`src/rtl/alu_muldiv_seq_pkg.sv`:
```
// rtl/alu_muldiv_seq_pkg.sv - shared types, encodings and op classification for the RV32M sequencer
package alu_muldiv_seq_pkg;

  localparam int XLEN_DEF = 32;
  localparam int CNTW_DEF = 6;

  localparam logic [XLEN_DEF-1:0] XLEN_MIN_NEG = 32'h8000_0000;
  localparam logic [XLEN_DEF-1:0] ALL_ONES     = '1;

  typedef enum logic [2:0] {
    MD_MUL    = 3'b000,
    MD_MULH   = 3'b001,
    MD_MULHSU = 3'b010,
    MD_MULHU  = 3'b011,
    MD_DIV    = 3'b100,
    MD_DIVU   = 3'b101,
    MD_REM    = 3'b110,
    MD_REMU   = 3'b111
  } op_e;

  typedef enum logic [1:0] {
    ST_IDLE = 2'd0,
    ST_CALC = 2'd1,
    ST_FIX  = 2'd2,
    ST_DONE = 2'd3
  } state_e;

  typedef enum logic {
    MODE_MUL = 1'b0,
    MODE_DIV = 1'b1
  } mode_e;

  function automatic logic is_div(input op_e op);
    return op[2];
  endfunction

  function automatic logic a_signed(input op_e op);
    return (op == MD_MULH) || (op == MD_MULHSU) || (op == MD_DIV) || (op == MD_REM);
  endfunction

  function automatic logic b_signed(input op_e op);
    return (op == MD_MULH) || (op == MD_DIV) || (op == MD_REM);
  endfunction

  // MUL and every divide/remainder return the low word of the fixed-up value
  function automatic logic takes_low(input op_e op);
    return (op == MD_MUL) || op[2];
  endfunction

endpackage

```
`src/rtl/alu_muldiv_seq_if.sv`:
```
// rtl/alu_muldiv_seq_if.sv - launch/result handshake between decoder and muldiv sequencer
interface alu_muldiv_seq_if
  import alu_muldiv_seq_pkg::*;
#(
  parameter int XLEN = XLEN_DEF
);
  logic            start;
  logic            kill;
  logic [2:0]      op;
  logic [XLEN-1:0] a;
  logic [XLEN-1:0] b;
  logic            busy;
  logic            done;
  logic [XLEN-1:0] result;

  modport master (
    output start, kill, op, a, b,
    input  busy, done, result
  );

  modport slave (
    input  start, kill, op, a, b,
    output busy, done, result
  );
endinterface

```
`src/rtl/alu_muldiv_seq_step.sv`:
```
// rtl/alu_muldiv_seq_step.sv - one shift-add / restoring-divide iteration over a single 33-bit adder
module muldiv_step
  import alu_muldiv_seq_pkg::*;
#(
  parameter int XLEN = XLEN_DEF
) (
  input  mode_e           mode,
  input  logic [XLEN:0]   acc_hi,
  input  logic [XLEN-1:0] acc_lo,
  input  logic [XLEN-1:0] operand,
  output logic [XLEN:0]   next_hi,
  output logic [XLEN-1:0] next_lo
);

  logic [XLEN:0] lhs;
  logic [XLEN:0] rhs;
  logic [XLEN:0] sum;
  logic          cin;

  always_comb begin
    lhs     = acc_hi;
    rhs     = '0;
    cin     = 1'b0;
    next_hi = '0;
    next_lo = '0;

    // Divide subtracts via inverted operand plus carry-in so both modes share one adder
    if (mode == MODE_DIV) begin
      lhs = {acc_hi[XLEN-1:0], acc_lo[XLEN-1]};
      rhs = ~{1'b0, operand};
      cin = 1'b1;
    end else if (acc_lo[0]) begin
      rhs = {1'b0, operand};
    end

    sum = lhs + rhs + {{XLEN{1'b0}}, cin};

    if (mode == MODE_DIV) begin
      if (!sum[XLEN]) begin
        next_hi = sum;
        next_lo = {acc_lo[XLEN-2:0], 1'b1};
      end else begin
        next_hi = lhs;
        next_lo = {acc_lo[XLEN-2:0], 1'b0};
      end
    end else begin
      next_hi = {1'b0, sum[XLEN:1]};
      next_lo = {sum[0], acc_lo[XLEN-1:1]};
    end
  end

endmodule

```
`src/rtl/alu_muldiv_seq.sv`:
```
// rtl/alu_muldiv_seq.sv - multi-cycle RV32M multiply/divide sequencer (IDLE/CALC/FIX/DONE)
module alu_muldiv_seq
  import alu_muldiv_seq_pkg::*;
#(
  parameter int XLEN = XLEN_DEF,
  parameter int CNTW = CNTW_DEF
) (
  input  logic               clk,
  input  logic               rst,
  alu_muldiv_seq_if.slave    bus
);

  state_e          state, state_nx;
  op_e             op_r;
  logic            sign_a, sign_b;
  logic [XLEN:0]   acc_hi;
  logic [XLEN-1:0] acc_lo;
  logic [XLEN-1:0] operand;
  logic [CNTW-1:0] cnt;
  logic [XLEN-1:0] result_r;

  op_e             op_in;
  logic            launch;
  logic            a_neg, b_neg;
  logic [XLEN-1:0] abs_a, abs_b;
  logic            special;
  logic [XLEN-1:0] special_val;

  logic [XLEN:0]     step_hi;
  logic [XLEN-1:0]   step_lo;
  logic [2*XLEN-1:0] fix_val, fixed;
  logic              fix_neg;
  logic [XLEN-1:0]   fix_res;

  assign op_in  = op_e'(bus.op);
  assign launch = (state == ST_IDLE) && bus.start && !bus.kill;
  assign a_neg  = a_signed(op_in) && bus.a[XLEN-1];
  assign b_neg  = b_signed(op_in) && bus.b[XLEN-1];
  assign abs_a  = a_neg ? -bus.a : bus.a;
  assign abs_b  = b_neg ? -bus.b : bus.b;
  assign bus.result = result_r;

  // Divide-by-zero and signed overflow bypass the iteration entirely
  always_comb begin
    special     = 1'b0;
    special_val = '0;
    if (is_div(op_in) && (bus.b == '0)) begin
      special     = 1'b1;
      special_val = ((op_in == MD_DIV) || (op_in == MD_DIVU)) ? ALL_ONES : bus.a;
    end else if (((op_in == MD_DIV) || (op_in == MD_REM)) &&
                 (bus.a == XLEN_MIN_NEG) && (bus.b == ALL_ONES)) begin
      special     = 1'b1;
      special_val = (op_in == MD_DIV) ? XLEN_MIN_NEG : '0;
    end
  end

  muldiv_step #(.XLEN(XLEN)) u_step (
    .mode    (is_div(op_r) ? MODE_DIV : MODE_MUL),
    .acc_hi  (acc_hi),
    .acc_lo  (acc_lo),
    .operand (operand),
    .next_hi (step_hi),
    .next_lo (step_lo)
  );

  always_comb begin
    fix_val = '0;
    fix_neg = 1'b0;
    if (!is_div(op_r)) begin
      fix_val = {acc_hi[XLEN-1:0], acc_lo};
      fix_neg = sign_a ^ sign_b;
    end else if ((op_r == MD_DIV) || (op_r == MD_DIVU)) begin
      fix_val = {{XLEN{1'b0}}, acc_lo};
      fix_neg = sign_a ^ sign_b;
    end else begin
      fix_val = {{XLEN{1'b0}}, acc_hi[XLEN-1:0]};
      fix_neg = sign_a;
    end
    fixed   = fix_neg ? -fix_val : fix_val;
    fix_res = takes_low(op_r) ? fixed[XLEN-1:0] : fixed[2*XLEN-1:XLEN];
  end

  always_ff @(posedge clk) begin
    if (rst) begin
      state <= ST_IDLE;
    end else begin
      state <= state_nx;
    end
  end

  always_comb begin
    state_nx = state;
    bus.busy = (state != ST_IDLE);
    bus.done = (state == ST_DONE);
    case (state)
      ST_IDLE: if (launch) state_nx = special ? ST_DONE : ST_CALC;
      ST_CALC: begin
        if (bus.kill)                        state_nx = ST_IDLE;
        else if (cnt == CNTW'(XLEN - 1))     state_nx = ST_FIX;
      end
      ST_FIX:  state_nx = bus.kill ? ST_IDLE : ST_DONE;
      default: state_nx = ST_IDLE;
    endcase
  end

  always_ff @(posedge clk) begin
    if (rst) begin
      op_r     <= MD_MUL;
      sign_a   <= 1'b0;
      sign_b   <= 1'b0;
      acc_hi   <= '0;
      acc_lo   <= '0;
      operand  <= '0;
      cnt      <= '0;
      result_r <= '0;
    end else begin
      case (state)
        ST_IDLE: begin
          if (launch) begin
            op_r    <= op_in;
            sign_a  <= a_neg;
            sign_b  <= b_neg;
            cnt     <= '0;
            acc_hi  <= '0;
            // Multiply shifts the multiplier out of lo; divide shifts the dividend out of Q
            acc_lo  <= is_div(op_in) ? abs_a : abs_b;
            operand <= is_div(op_in) ? abs_b : abs_a;
            if (special) result_r <= special_val;
          end
        end
        ST_CALC: begin
          if (!bus.kill) begin
            acc_hi <= step_hi;
            acc_lo <= step_lo;
            cnt    <= cnt + CNTW'(1);
          end
        end
        ST_FIX: begin
          if (!bus.kill) result_r <= fix_res;
        end
        default: ;
      endcase
    end
  end

endmodule

```
`src/flat_wrapper.sv`:
```
// flat-port wrapper written by rule: the top's interface ports become plain ports
module alu_muldiv_seq_flat import alu_muldiv_seq_pkg::*;
#(
  parameter int XLEN = XLEN_DEF,
  parameter int CNTW = CNTW_DEF
)
  (clk, rst, bus_start, bus_kill, bus_op, bus_a, bus_b, bus_busy, bus_done, bus_result);
  alu_muldiv_seq_if #(.XLEN(XLEN)) bus_i ();
  input  logic clk;
  input  logic rst;
  input wire logic [$bits(bus_i.start)-1:0] bus_start;
  input wire logic [$bits(bus_i.kill)-1:0] bus_kill;
  input wire logic [$bits(bus_i.op)-1:0] bus_op;
  input wire logic [$bits(bus_i.a)-1:0] bus_a;
  input wire logic [$bits(bus_i.b)-1:0] bus_b;
  output wire logic [$bits(bus_i.busy)-1:0] bus_busy;
  output wire logic [$bits(bus_i.done)-1:0] bus_done;
  output wire logic [$bits(bus_i.result)-1:0] bus_result;
  assign bus_i.start = bus_start;
  assign bus_i.kill = bus_kill;
  assign bus_i.op = bus_op;
  assign bus_i.a = bus_a;
  assign bus_i.b = bus_b;
  assign bus_busy = bus_i.busy;
  assign bus_done = bus_i.done;
  assign bus_result = bus_i.result;
  alu_muldiv_seq #(.XLEN(XLEN), .CNTW(CNTW)) u_core (.clk(clk), .rst(rst), .bus(bus_i));
endmodule
```
`config.mk`:
```
export PLATFORM = sky130hd
export DESIGN_NAME = alu_muldiv_seq_flat
export DESIGN_NICKNAME = d
export VERILOG_FILES = /design/src/rtl/alu_muldiv_seq_pkg.sv /design/src/rtl/alu_muldiv_seq_if.sv /design/src/rtl/alu_muldiv_seq_step.sv /design/src/rtl/alu_muldiv_seq.sv /design/src/flat_wrapper.sv
export SDC_FILE = /design/constraint.sdc
export NUM_CORES = 1
export LEC_CHECK = 0
export ABC_AREA = 0
export BUFFER_PORTS_ARGS = -buffer_cell sky130_fd_sc_hd__buf_2
export CORE_MARGIN = 8
export CORE_UTILIZATION = 30
export DETAILED_ROUTE_END_ITERATION = 8
export PLACE_DENSITY = 0.43
export SYNTH_ARGS = -nofsm -noshare
export SYNTH_HDL_FRONTEND = slang
export SYNTH_SLANG_ARGS = --single-unit
```
`constraint.sdc`:
```
create_clock -name clk -period 14.23 [get_ports clk]
set_clock_uncertainty 0.05 [all_clocks]
set_input_delay 0.7115 -clock clk [delete_from_list [all_inputs] [get_ports clk]]
set_output_delay 0.7115 -clock clk [all_outputs]
set_load 0.005 [all_outputs]
```
Yosys cells after proc, flatten, opt, wreduce, memory -nomap -nowiden
Index checks and enable logic that the tools add are counted.

Bits in registers: 142. Logic and storage cells: 106. Output and inout port bits: 34.

Mux-type cells: 44. Eq/ne operators: 18. $add $sub $neg: 6. Bitwise gates (word level): 2. Reduce and logical (&&, ||, !) cells: 27.

Operators by type and width (count): 32-bit two-way mux (17); 33-bit two-way mux (6); 64-bit two-way mux (2); 32-bit one-hot mux with 2 select lines (2); 33-bit one-hot mux with 2 select lines (1); 32-bit equality test (second input constant) (2); 32-bit negator (2); 64-bit negator (1); 33-bit by 1-bit adder with 33-bit output (1); 33-bit adder (1); 32-bit inverter with 33-bit output (1); 32-bit zero test (1); 3-bit equality test (second input constant) (5); 6-bit two-way mux (2); 6-bit one-hot mux with 2 select lines (1); 2-bit two-way mux (5); 1-bit logical OR (9); 1-bit logical AND (7); 1-bit two-way mux (7); 6-bit by 1-bit adder with 6-bit output (second input constant) (1); 6-bit by 5-bit equality test with 1-bit output (second input constant) (1); 2-bit one-hot mux with 3 select lines (1); 2-bit nonzero test (3); 2-bit equality test (second input constant) (2); 13 further kinds (16).

Logic depth before layout (Yosys ltp)
Gate-level depths: netlist (run 1).

Depth after elaboration: 9. Depth in mapped cells: 22.

Cells and area by module
A second synthesis (run 1) with hierarchy kept.

Cell total of the unflattened synthesis: 2221. Area, all modules: 15543.7 um^2.

By module, submodules not included: alu_muldiv_seq (times used 1, cells an instance 1633, sequential area each 2842.7 um^2, area each 11668.7 um^2); muldiv_step (times used 1, cells an instance 588, sequential area each 0.0 um^2, area each 3875.0 um^2).

Worst setup path after synthesis (run 1)
Ideal clock, no wire load.

Path type: register to register. Start point: reg u_core.op_r[2]. End point: reg u_core.acc_hi[23]. Stages on the path, launching flop included: 22. Data required time: 14.064 ns. Setup slack: 8.761 ns. Period minus slack after synthesis: 5.469 ns. Path buffers: 10. Data arrival time: 5.303 ns. Setup time: 0.116 ns. Cells stage by stage: dfxtp_1 buf_2 buf_4 buf_2 buf_2 buf_2 buf_2 buf_2 buf_2 clkbuf_1 mux2_2 fa_1 fa_1 a211oi_1 o21a_1 a21oi_1 a21oi_1 a21oi_1 a211oi_4 buf_2 o221ai_1 a31o_2.

Longest elaborated chain between the ends: 8. Elaborated cells between the ends (all ways): 10. Those cells by class: 2 x add/sub; 8 x mux.

Ends and longest elaborated chain: start, declared (RTL line alu_muldiv_seq.sv:14) `op_e op_r;`; start signal, assigned (RTL line alu_muldiv_seq.sv:120) `op_r <= op_in;`; 1-bit two-way mux * (RTL line alu_muldiv_seq.sv:58) `.mode (is_div(op_r) ? MODE_DIV : MODE_MUL),`; 33-bit two-way mux (RTL line alu_muldiv_seq_step.sv:28) `if (mode == MODE_DIV) begin`; 33-bit adder (RTL line alu_muldiv_seq_step.sv:36) `sum = lhs + rhs + {{XLEN{1'b0}}, cin};`; 33-bit by 1-bit adder with 33-bit output (RTL line alu_muldiv_seq_step.sv:36); 33-bit two-way mux (RTL line alu_muldiv_seq_step.sv:39) `if (!sum[XLEN]) begin`; 33-bit two-way mux * (RTL line alu_muldiv_seq_step.sv:38) `if (mode == MODE_DIV) begin`; 33-bit two-way mux * (RTL line alu_muldiv_seq.sv:132) `if (!bus.kill) begin`; 33-bit one-hot mux with 2 select lines * (RTL line alu_muldiv_seq.sv:117) `case (state)`; end signal, assigned (RTL line alu_muldiv_seq.sv:133) `acc_hi <= step_hi;`; end, declared (RTL line alu_muldiv_seq.sv:16) `logic [XLEN:0] acc_hi;`.

Every way passes the cells marked *; elsewhere a longest branch is shown, timed or not. The select of a mux whose other input is x is not followed. A chain may end at the register's enable or synchronous reset.

Worst setup path in the final report (run 1)
Start point: reg u_core.op_r[2]. End point: reg u_core.acc_hi[22].

Same word-level chain as after synthesis.

==> impl.org, run 1 <==
** Final layout
- Register cell area after layout :: 2850 um^2
- After filler insertion, the fill cell instance count of the layout stands at 5182.
- In the final design database the tool counted 2081 nets.
- The repair_antennas step left the layout with diodes totalling 0.
- Post-route design area :: 15700 um^2
- Post-synthesis to final-layout area growth :: 9.17%
- Area of the multi-input gates :: 10600 um^2
- Share of final-layout standard cells stronger than drive strength 1 :: 12.9%

** Timing
- In the final timing run, aggregate negative setup slack is 0 ps.
- Final number of max-transition violations :: 0
- Measured slew at the worst slew-check pin :: 1060 ps
- Setup repair after global routing left no endpoint under its margin.
- Headroom to the max-slew limit came out at 29.4%.
- The worst path uses 38.4% of the clock period.
- Setup violations remaining at the end of the flow were counted as 0.
- The worst path needs 5460 ps of the cycle, external delays included.
- Final hold slack :: 421 ps
- Final Hold Violating Endpoints :: 0
- Top achievable clock speed :: 0.183 GHz

** Logic synthesis
- Post-synthesis net count :: 2098
- Yosys mapped a number of flops with a built-in enable equal to 0.
- sky130_fd_sc_hd__nand2_1 is the most common cell in the netlist.
- Number of instances in the synthesized netlist :: 1988
- In the synthesized netlist, the cells that appear most often are sky130_fd_sc_hd__nand2_1, sky130_fd_sc_hd__nor2_1, sky130_fd_sc_hd__o21ai_0.
- Synthesis inferred 142 register bits.
- The biggest area contributor in the post-synthesis netlist is sky130_fd_sc_hd__dfxtp_1.
- Sequential cell area fraction in the yosys report :: 19.8%
- Most instantiated flip-flop cell in the synthesis netlist :: sky130_fd_sc_hd__dfxtp_1
- Asr flop ratio synth :: 0%
- Count of yosys warnings during synthesis :: 0
- A synthesized cell averages 7.23 um^2.
- Leading post-synthesis cells by cell area :: sky130_fd_sc_hd__dfxtp_1, sky130_fd_sc_hd__mux2i_1, sky130_fd_sc_hd__o21ai_0
- Number of different library cells in the post-synthesis netlist :: 83
- Area share of the leading cell type in the synthesized netlist :: 19.8%
- After synthesis the cells add up to 14400 um^2.

** Placed design
- The wire-length estimate of the detail-placed layout is 51.3 mm.
- Once placement finished, the instance area stood at 15100 um^2.
- Routability cong. :: 0.962
- The count of buffers added on input and output ports is 104.

** Worst setup path
- The slowest stage of the critical path belongs to the cell sky130_fd_sc_hd__inv_1.
- Terminus of the critical flop-to-flop path :: u_core.acc_hi[22]$_SDFFE_PP0P_
- Kind of end point of the critical path :: register
- Critical path, cell by cell :: inv_1 > buf_4 > o21ai_0 > fa_1 > fa_1 > a211oi_1 > o21a_1 > a21oi_1 > a21oi_1 > a21oi_1 > a211oi_4 > buf_4 > mux2_2 > a221o_1
- The worst setup path is launched from a register.
- The worst setup path is of the reg -> reg kind.
- For the worst flop-to-flop path, the logic depth is 14.
- Worst endpoint required time :: 14530 ps
- Setup slack on the worst reg-to-reg path comes out at 8770 ps.
- The largest single stage delay on the critical path is 620 ps.
- In this design, the critical path's most frequently occurring cell is sky130_fd_sc_hd__a21oi_1.
- Worst reg2reg startpoint :: u_core.op_r[2]$_SDFFE_PP0P_
- Along the worst path, the maximum fanout reaches 51.
- Arrival time at the worst endpoint :: 5760 ps

** Hold path
- The startpoint identified for the worst hold timing path is u_core.bus.result[20]$_SDFFE_PP0P_.
- Cell depth of the worst min-delay path :: 2
- Type of the most critical hold path :: reg -> reg
- For hold timing, the worst endpoint is u_core.bus.result[20]$_SDFFE_PP0P_.

** GRT
- Global routing consumed, over all layers together, 22.9% of the routing resources.
- Wire length of the first global-routing pass :: 97.8 mm
- Fraction of met2 tracks used by global routing :: 36.4%
- Met1 layer usage reported by global route :: 32.4%
- Maximum number of pins on one net before global-route repair :: 73
- The number of antenna violations at the first check in global routing came to 0.
- Global routing met3 resource utilization :: 3.34%
- Vias in the first global route :: 14366
- Most used routing layer :: met2
- After global routing the overflow that remains totals 0.

** Detailed routing
- In the routed design, unresolved DRC markers number 0.
- Count of TritonRoute iterations in the first routing pass :: 6
- Total number of vias :: 15525
- Post-DR wirelength/cell :: 25.5 um
- For this block, the routed nets add up to 66.3 mm of wire.
- The first routing iteration left 1625 violations.
- Once detail routing completed, the nets flagged for antenna violations numbered 0.
- Using the TritonRoute via totals, the vias-per-cell ratio works out to 5.97.

** CTS
- The number of clock buffers added by TritonCTS is 17.
- Maximum clock insertion buffer count :: 2
- CTS Sinks :: 142
- The number of setup buffers added after CTS is 0.
- In this run, post-CTS repair resized a total of 0 instances.
- Number of levels the H-tree was split into :: 4
- # hold bufs at CTS :: 0
- The clock reaches the later pin of the worst-skew pair after 460 ps.
- Reg clk slew, reported paths :: 80 ps
- Clock root buffer :: sky130_fd_sc_hd__clkbuf_16
- TritonCTS built the clock tree.

** Pwr
- Total power divided by cell area :: 81.4 nW/um^2
- Summed over all cells, the static leakage comes to 5.94 nW.
- Peak VDD IR :: 0.0902 mV
- Design Power :: 1.28 mW

** Floorplan
- The initial utilization of the core area, before any placement, comes to 30.2%.
- Std-Cell Rows :: 80
- The floorplan step defined a core boundary enclosing 47500 um^2.
- Die area :: 55100 um^2
- Horizontal die dimension :: 235 um
- In this run the count of I/O pins placed on the die edge is 105.
- The die is 235 um tall.

** Flow run
- Across the run, the number of max-cap violations was 0.

** Status
- Outcome :: complete, no violations
-- cell usage in the layout, fill, tap and decap left out, drive strengths merged, types with 42 or more instances in the layout --
cell type  synthesis  routed
nand2            215     215
nor2             187     187
o21ai            185     185
a21oi            160     160
dfxtp            142     142
buf               40     136
mux2i             92      92
xnor2             81      81
nor3              69      69
xor2              59      59
a211oi            54      54
o211ai            53      53
mux2              47      47
inv               30      42
-- report_power, final --
group / leakage, nW / switching (mW) / internal, mW
logic: 4.51 / 0.250 / 0.125
clock network: 0.277 / 0.216 / 0.233
registers: 1.16 / 0.0370 / 0.415
total: 5.94 / 0.503 / 0.773
-- flip-flops by register name, summed over array words and instances (netlist names) --
signal / flops
u_core.bus.result: 32
u_core.sign_a: 1
u_core.acc_lo: 32
u_core.sign_b: 1
u_core.op_r: 3
u_core.state: 2
u_core.acc_hi: 33
u_core.operand: 32
u_core.cnt: 6
-- logic make-up after synthesis --
| logic type | Yosys count | share of synthesized area [%] |
|---|---|---|
| adder cells (fa/ha/maj) | 39 | 3.50 |
| multiplexers | 139 | 10.1 |
| AO/OA/AOI/OAI | 666 | 29.4 |
| XOR/XNOR | 140 | 8.53 |
| buffers and inverters | 202 | 6.46 |
| AND/OR/NAND/NOR | 660 | 22.2 |
| flip-flops | 142 | 19.8 |
-- area by class of cell --
class                      count  share of cell area (%)
multi-input combinational   1644                    67.8
sequential                   142                    18.1
tap                          615                    4.91
timing repair buffer         136                    4.87
clock buffer                  18                    2.74
clock inverter                14                   0.854
inverter                      30                   0.718
-- routing by layer --
metal	up-vias	wire length, um
met5	-	0
met4	0	1360
met3	64	4270
met2	593	29600
met1	7539	31000
li1	7329	-
-- worst max-delay path: cells and delay by family (launching register included) --
family | cells | cell delay [ps]
AOI/OAI and AO/OA | 8 | 1820
buffers and inverters | 3 | 1600
DFF | 1 | 510
muxes | 1 | 410
adders and majority gates | 2 | 920
-- worst max-delay path by stage --
stage,slack (ps),end,cells after the start,startpoint
CTS,8840,u_core.acc_hi[22]$_SDFFE_PP0P_,14,u_core.op_r[2]$_SDFFE_PP0P_
floorplan,8760,u_core.acc_hi[23]$_SDFFE_PP0P_,21,u_core.op_r[2]$_SDFFE_PP0P_
finish,8770,u_core.acc_hi[22]$_SDFFE_PP0P_,14,u_core.op_r[2]$_SDFFE_PP0P_
global route,8450,u_core.acc_hi[22]$_SDFFE_PP0P_,14,u_core.op_r[2]$_SDFFE_PP0P_
detailed placement,8860,u_core.acc_hi[22]$_SDFFE_PP0P_,14,u_core.op_r[2]$_SDFFE_PP0P_
global placement,8950,u_core.acc_hi[22]$_SDFFE_PP0P_,14,u_core.op_r[2]$_SDFFE_PP0P_
-- metrics by stage --
| stage | util, % | setup slack (ps) | instances |
|---|---|---|---|
| 2_1_floorplan | - | 8760 | 1988 |
| 3_3_place_gp | 31.8 | 8950 | 2567 |
| 3_5_place_dp | 31.8 | 8860 | 2567 |
| 4_1_cts | 33.0 | 8840 | 2599 |
| 5_1_grt | 33.0 | 8450 | 2599 |
| 6_report | 33.0 | 8770 | 2599 |
Note: power is estimated with default switching activity, not from simulation.
==> inputs of run 2 (changes only) <==
--- a/config.mk
+++ b/config.mk
@@ -5,7 +5,7 @@
 export SDC_FILE = /design/constraint.sdc
 export NUM_CORES = 1
 export LEC_CHECK = 0
-export ABC_AREA = 0
+export ABC_AREA = 1
 export BUFFER_PORTS_ARGS = -buffer_cell sky130_fd_sc_hd__buf_2
 export CORE_MARGIN = 8
 export CORE_UTILIZATION = 30
==> constraint.sdc (replaced) <==
create_clock -name clk -period 5.4 [get_ports clk]
set_clock_uncertainty 0.05 [all_clocks]
set_input_delay 0.27 -clock clk [delete_from_list [all_inputs] [get_ports clk]]
set_output_delay 0.27 -clock clk [all_outputs]
set_load 0.005 [all_outputs]
==> run 2 against run 1 <==
Effect of this change: hold slack worse by 390 ps; routed wire length up 28%; first-iteration DRC count increased by 16%; critical endpoint is now u_core.acc_hi[27]$_SDFFE_PP0P_; critical path depth up 5; combinational power grew to 5.6 times the previous value; utilization is 0.15 points higher; die area is 14% higher; sequential power grew to 2.9 times the previous value; global-route usage up 3.1 points; final cell count up 47%; largest cell class unchanged; sequential cell count stayed put.
==> impl.org, run 2 <==
** Timing
- Unrepaired setup endpoints after global routing :: false
- Part of the cycle the worst path needs :: 83.2%
- The count of endpoints failing hold in the final timing report is 0.
- Static timing analysis puts the maximum clock frequency at 0.222 GHz.
- Setup total negative slack on the finished layout was measured at 0 ps.
- Measured slew at the worst slew-check pin :: 964 ps
- In this run the tightest slew margin relative to its limit is 35.0%.
- Number of endpoints failing setup at the final stage :: 0
- Final number of max-transition violations :: 0
- For the finished layout, the period the worst path requires is 4500 ps.

** Detailed routing
- Total number of vias :: 20169
- The first TritonRoute pass finished after 6 iterations.
- DRC violations left :: 0
- WL final :: 84.5 mm
- In the routed layout, each cell is associated on average with a via count of 5.29.
- Post-DR wirelength/cell :: 22.2 um
- The detail route stage leaves a number of antenna-violating nets equal to 0.
- Drt first-iter violations :: 1881

** Placed design
- Standard cell area after detailed placement :: 17500 um^2
- Once detailed placement completed, the half-perimeter wirelength came to 69.3 mm.
- Number of buffer cells added on primary ports :: 104
- Including well taps, the total number of placed cells is 3780.
- At the end of routability-driven placement, the weighted congestion stood at 0.963.

** Floorplan
- From bottom edge to top edge, the die measures 250 um.
- Die area :: 62700 um^2
- The floorplan step defined a core boundary enclosing 54700 um^2.
- Number of ports placed on the die boundary :: 105
- Horizontal die dimension :: 250 um
- Std-Cell Rows :: 86
- Once the floorplan was initialized, standard cells occupied 30.1% of the core.

** Final layout
- Filler instances :: 6397
- In the layout the commonest cells are sky130_fd_sc_hd__nand2_1, sky130_fd_sc_hd__inv_1, sky130_fd_sc_hd__nand3_1, sky130_fd_sc_hd__nor2_1, sky130_fd_sc_hd__a21oi_1.
- Number of antenna repair diodes :: 0
- Max FFs per register :: 33
- From synthesis to final layout, the design area changed by 9.97%.
- Largest Register :: u_core.acc_hi
- Leaving out fill and tap cells, the most frequent cell in the layout is sky130_fd_sc_hd__nand2_1.
- Across the whole layout, storage elements account for 2850 um^2.
- Area of the multi-input gates :: 11500 um^2
- Once layout is complete, the utilization of the core stands at 33.1%.
- The count of cells in the finished layout, fillers not included, comes to 3812.
- The finished cells cover 18100 um^2.
- In the final layout, the share of cells above drive strength 1 is 9.49%.
- In the final design database the tool counted 3205 nets.

** Pwr
- Design Power :: 4.72 mW
- Int Pwr :: 2.51 mW
- Power share of the clock group :: 28.2%
- Leakage :: 8.82 nW
- Sequential group share of total power :: 27.6%
- IR analysis of the VDD net gives a maximum drop of 0.250 mV.
- Proportion of power drawn by combinational gates :: 44.3%
- Switching power total :: 2.21 mW
- Net switching is 46.9% of the power.
- Dividing total power by cell area gives a power density of 261 nW/um^2.

** Worst setup path
- In this run the worst setup path begins at u_core.op_r[2]$_SDFFE_PP0P_.
- Worst reg2reg startpoint :: u_core.op_r[2]$_SDFFE_PP0P_
- Category of the most critical setup path :: reg -> reg
- STA classifies the critical path endpoint as a register.
- Data arrives at the worst endpoint at 4780 ps.
- In this run the register-to-register setup slack is 900 ps.
- Together, buffers and inverters on the worst path number 2.
- In this design, the largest share of critical-path delay is due to simple AND/OR/NAND/NOR gates.
- Worst endpoint required time :: 5690 ps
- Traced cell by cell, the critical path runs through inv_4 > o21ai_0 > fa_1 > fa_1 > nand3_1 > nand2_1 > nand2_1 > nand2_1 > nand2_1 > nand2_1 > nand2_1 > nand2_1 > nand2_1 > nand2_2 > buf_4 > nand2_1 > nand3_1 > nand2_1 > a21oi_1.
- The largest single stage delay on the critical path is 580 ps.
- In this run the worst path has a maximum fanout of 84.
- Cell with the biggest individual delay on the critical path :: sky130_fd_sc_hd__inv_4
- By instance count, the cell type seen most on the critical path is sky130_fd_sc_hd__nand2_1.
- CP Launch Type :: register

** CTS
- CTS Sinks :: 142
- Post-cts repair resize count :: 0
- The clock reaches the later pin of the worst-skew pair after 480 ps.
- Total CTS buffers :: 17
- Maximum clock insertion buffer count :: 2
- In this run the clock root is driven by a sky130_fd_sc_hd__clkbuf_16.
- CTS tree :: built
- Reg clk slew, reported paths :: 70 ps
- The H-tree was split into 4 levels.
- # hold bufs at CTS :: 0
- Post CTS Setup Buffer Count :: 0

** Status
- Outcome :: complete, no violations

** Logic synthesis
- The cell count after synthesis came out at 3074.
- Largest area contributor in the synthesized netlist :: sky130_fd_sc_hd__nand2_1
- The portion of synthesized area spent on multiplexers is 0%.
- By area, the combinational part of the netlist is dominated by simple AND/OR/NAND/NOR gates.
- Post-synthesis net count :: 3184
- Area share of the leading cell type in the synthesized netlist :: 23.1%
- Ranking of synthesized cells by instance count :: sky130_fd_sc_hd__nand2_1, sky130_fd_sc_hd__inv_1, sky130_fd_sc_hd__nand3_1
- Leading post-synthesis cells by cell area :: sky130_fd_sc_hd__nand2_1, sky130_fd_sc_hd__dfxtp_1, sky130_fd_sc_hd__nand3_1
- In the synthesized netlist the dominant register cell turns out to be sky130_fd_sc_hd__dfxtp_1.
- Of the total synthesized cell area, the portion taken by AND, OR, NAND and NOR gates is 46.9%.
- Compound-gate portion of the synthesized area :: 16.4%
- Among all cell types in the netlist, the one instantiated most often is sky130_fd_sc_hd__nand2_1.
- Number of enable flip-flop cells after synthesis :: 0
- For this run, the number of Yosys warnings is 0.
- Of the total synthesized cell area, the portion taken by full adders, half adders and majority gates is 3.05%.
- The synthesized netlist devotes 3.46% of its cell area to XOR and XNOR gates.
- After synthesis the cells add up to 16500 um^2.
- The synthesized design contains 142 register bits.
- Number of different library cells in the post-synthesis netlist :: 47
- The average instance in the mapped netlist occupies 5.36 um^2.
- Of the synthesized area, sequential elements account for 17.3%.
- Counting flops with an async set or reset pin after synthesis yields a share of 0%.

** Flow run
- MaxCap Viol Count :: 0

** GRT
- Overflow left after global routing :: 0
- Overall Global Routing Usage :: 26.0%
- Entering global routing, the biggest net connects 85 pins.
- The number of antenna violations at the first check in global routing is 0.
- Wire length of the first global-routing pass :: 123 mm
- Vias in the first global route :: 19070

** Hold path
- Min-Delay Startpoint :: bus_b[0]
- Type of the most critical hold path :: in -> reg
-- run 2: changes by cell type after synthesis, moves of 25 or more --
cell,delta
sky130_fd_sc_hd__nand2_2,+39
sky130_fd_sc_hd__mux2i_1,-92
sky130_fd_sc_hd__xnor2_1,-76
sky130_fd_sc_hd__nand2_1,+799
sky130_fd_sc_hd__a21oi_1,+57
sky130_fd_sc_hd__mux2_2,-47
sky130_fd_sc_hd__o211ai_1,-27
sky130_fd_sc_hd__clkbuf_1,-60
sky130_fd_sc_hd__buf_2,+25
sky130_fd_sc_hd__nand3_1,+291
sky130_fd_sc_hd__nor2_1,+92
sky130_fd_sc_hd__nor3_1,-30
sky130_fd_sc_hd__a211oi_1,-53
sky130_fd_sc_hd__inv_1,+332
-- run 2: cell type report --
type / count / share of cell area [%]
inverter: 382 / 7.94
clock inverter: 14 / 1.13
sequential: 142 / 15.7
tap: 704 / 4.86
timing repair buffer: 139 / 4.39
clock buffer: 18 / 2.37
multi-input combinational: 2413 / 63.6
-- run 2: power groups by stage --
| stage | Combinational, mW | Clock [mW] | Sequential, mW |
|---|---|---|---|
| 6_report | 2.09 | 1.33 | 1.30 |
| 3_5_place_dp | 2.06 | 0 | 1.32 |
| 3_3_place_gp | 2.08 | 0 | 1.32 |
| 4_1_cts | 2.07 | 1.36 | 1.30 |
| 2_1_floorplan | 1.37 | 0 | 1.25 |
| 5_1_grt | 2.30 | 1.40 | 1.31 |
-- run 2: per-layer routing --
layer | vias up | wire (um) | GRT usage [%]
met3 | 114 | 4820 | 3.71
met4 | 0 | 2900 | 9.18
met5 | - | 0 | 0
met2 | 663 | 39300 | 43.3
li1 | 9916 | - | -
met1 | 9476 | 37500 | 34.1
-- run 2: worst paths after layout --
check	endpoint	depth (start not counted)
max	u_core.acc_hi[27]$_SDFFE_PP0P_	19
min	u_core.operand[0]$_SDFFE_PP0P_	3
max reg2reg	u_core.acc_hi[27]$_SDFFE_PP0P_	19
min reg2reg	u_core.cnt[5]$_SDFFE_PP0P_	1
-- run 2: stage by stage --
stage          hold slack, ps  worst slack [ps]
5_1_grt                  18.7               467
6_report                 33.3               905
3_3_place_gp              402               975
4_1_cts                  4.59               939
3_5_place_dp              405               935
2_1_floorplan             372              1490
-- run 2: kinds of logic after synthesis --
family          count (synthesis)
simple gates                 1803
flops                         142
xor+xnor                       65
compound gates                506
buf+inv                       519
fa+ha+maj                      39
-- run 2: tightest hold or removal path, cell delays in order --
cell and delay [ps]:
sky130_fd_sc_hd__buf_2 120, sky130_fd_sc_hd__nand2_1 60, sky130_fd_sc_hd__a31oi_1 60
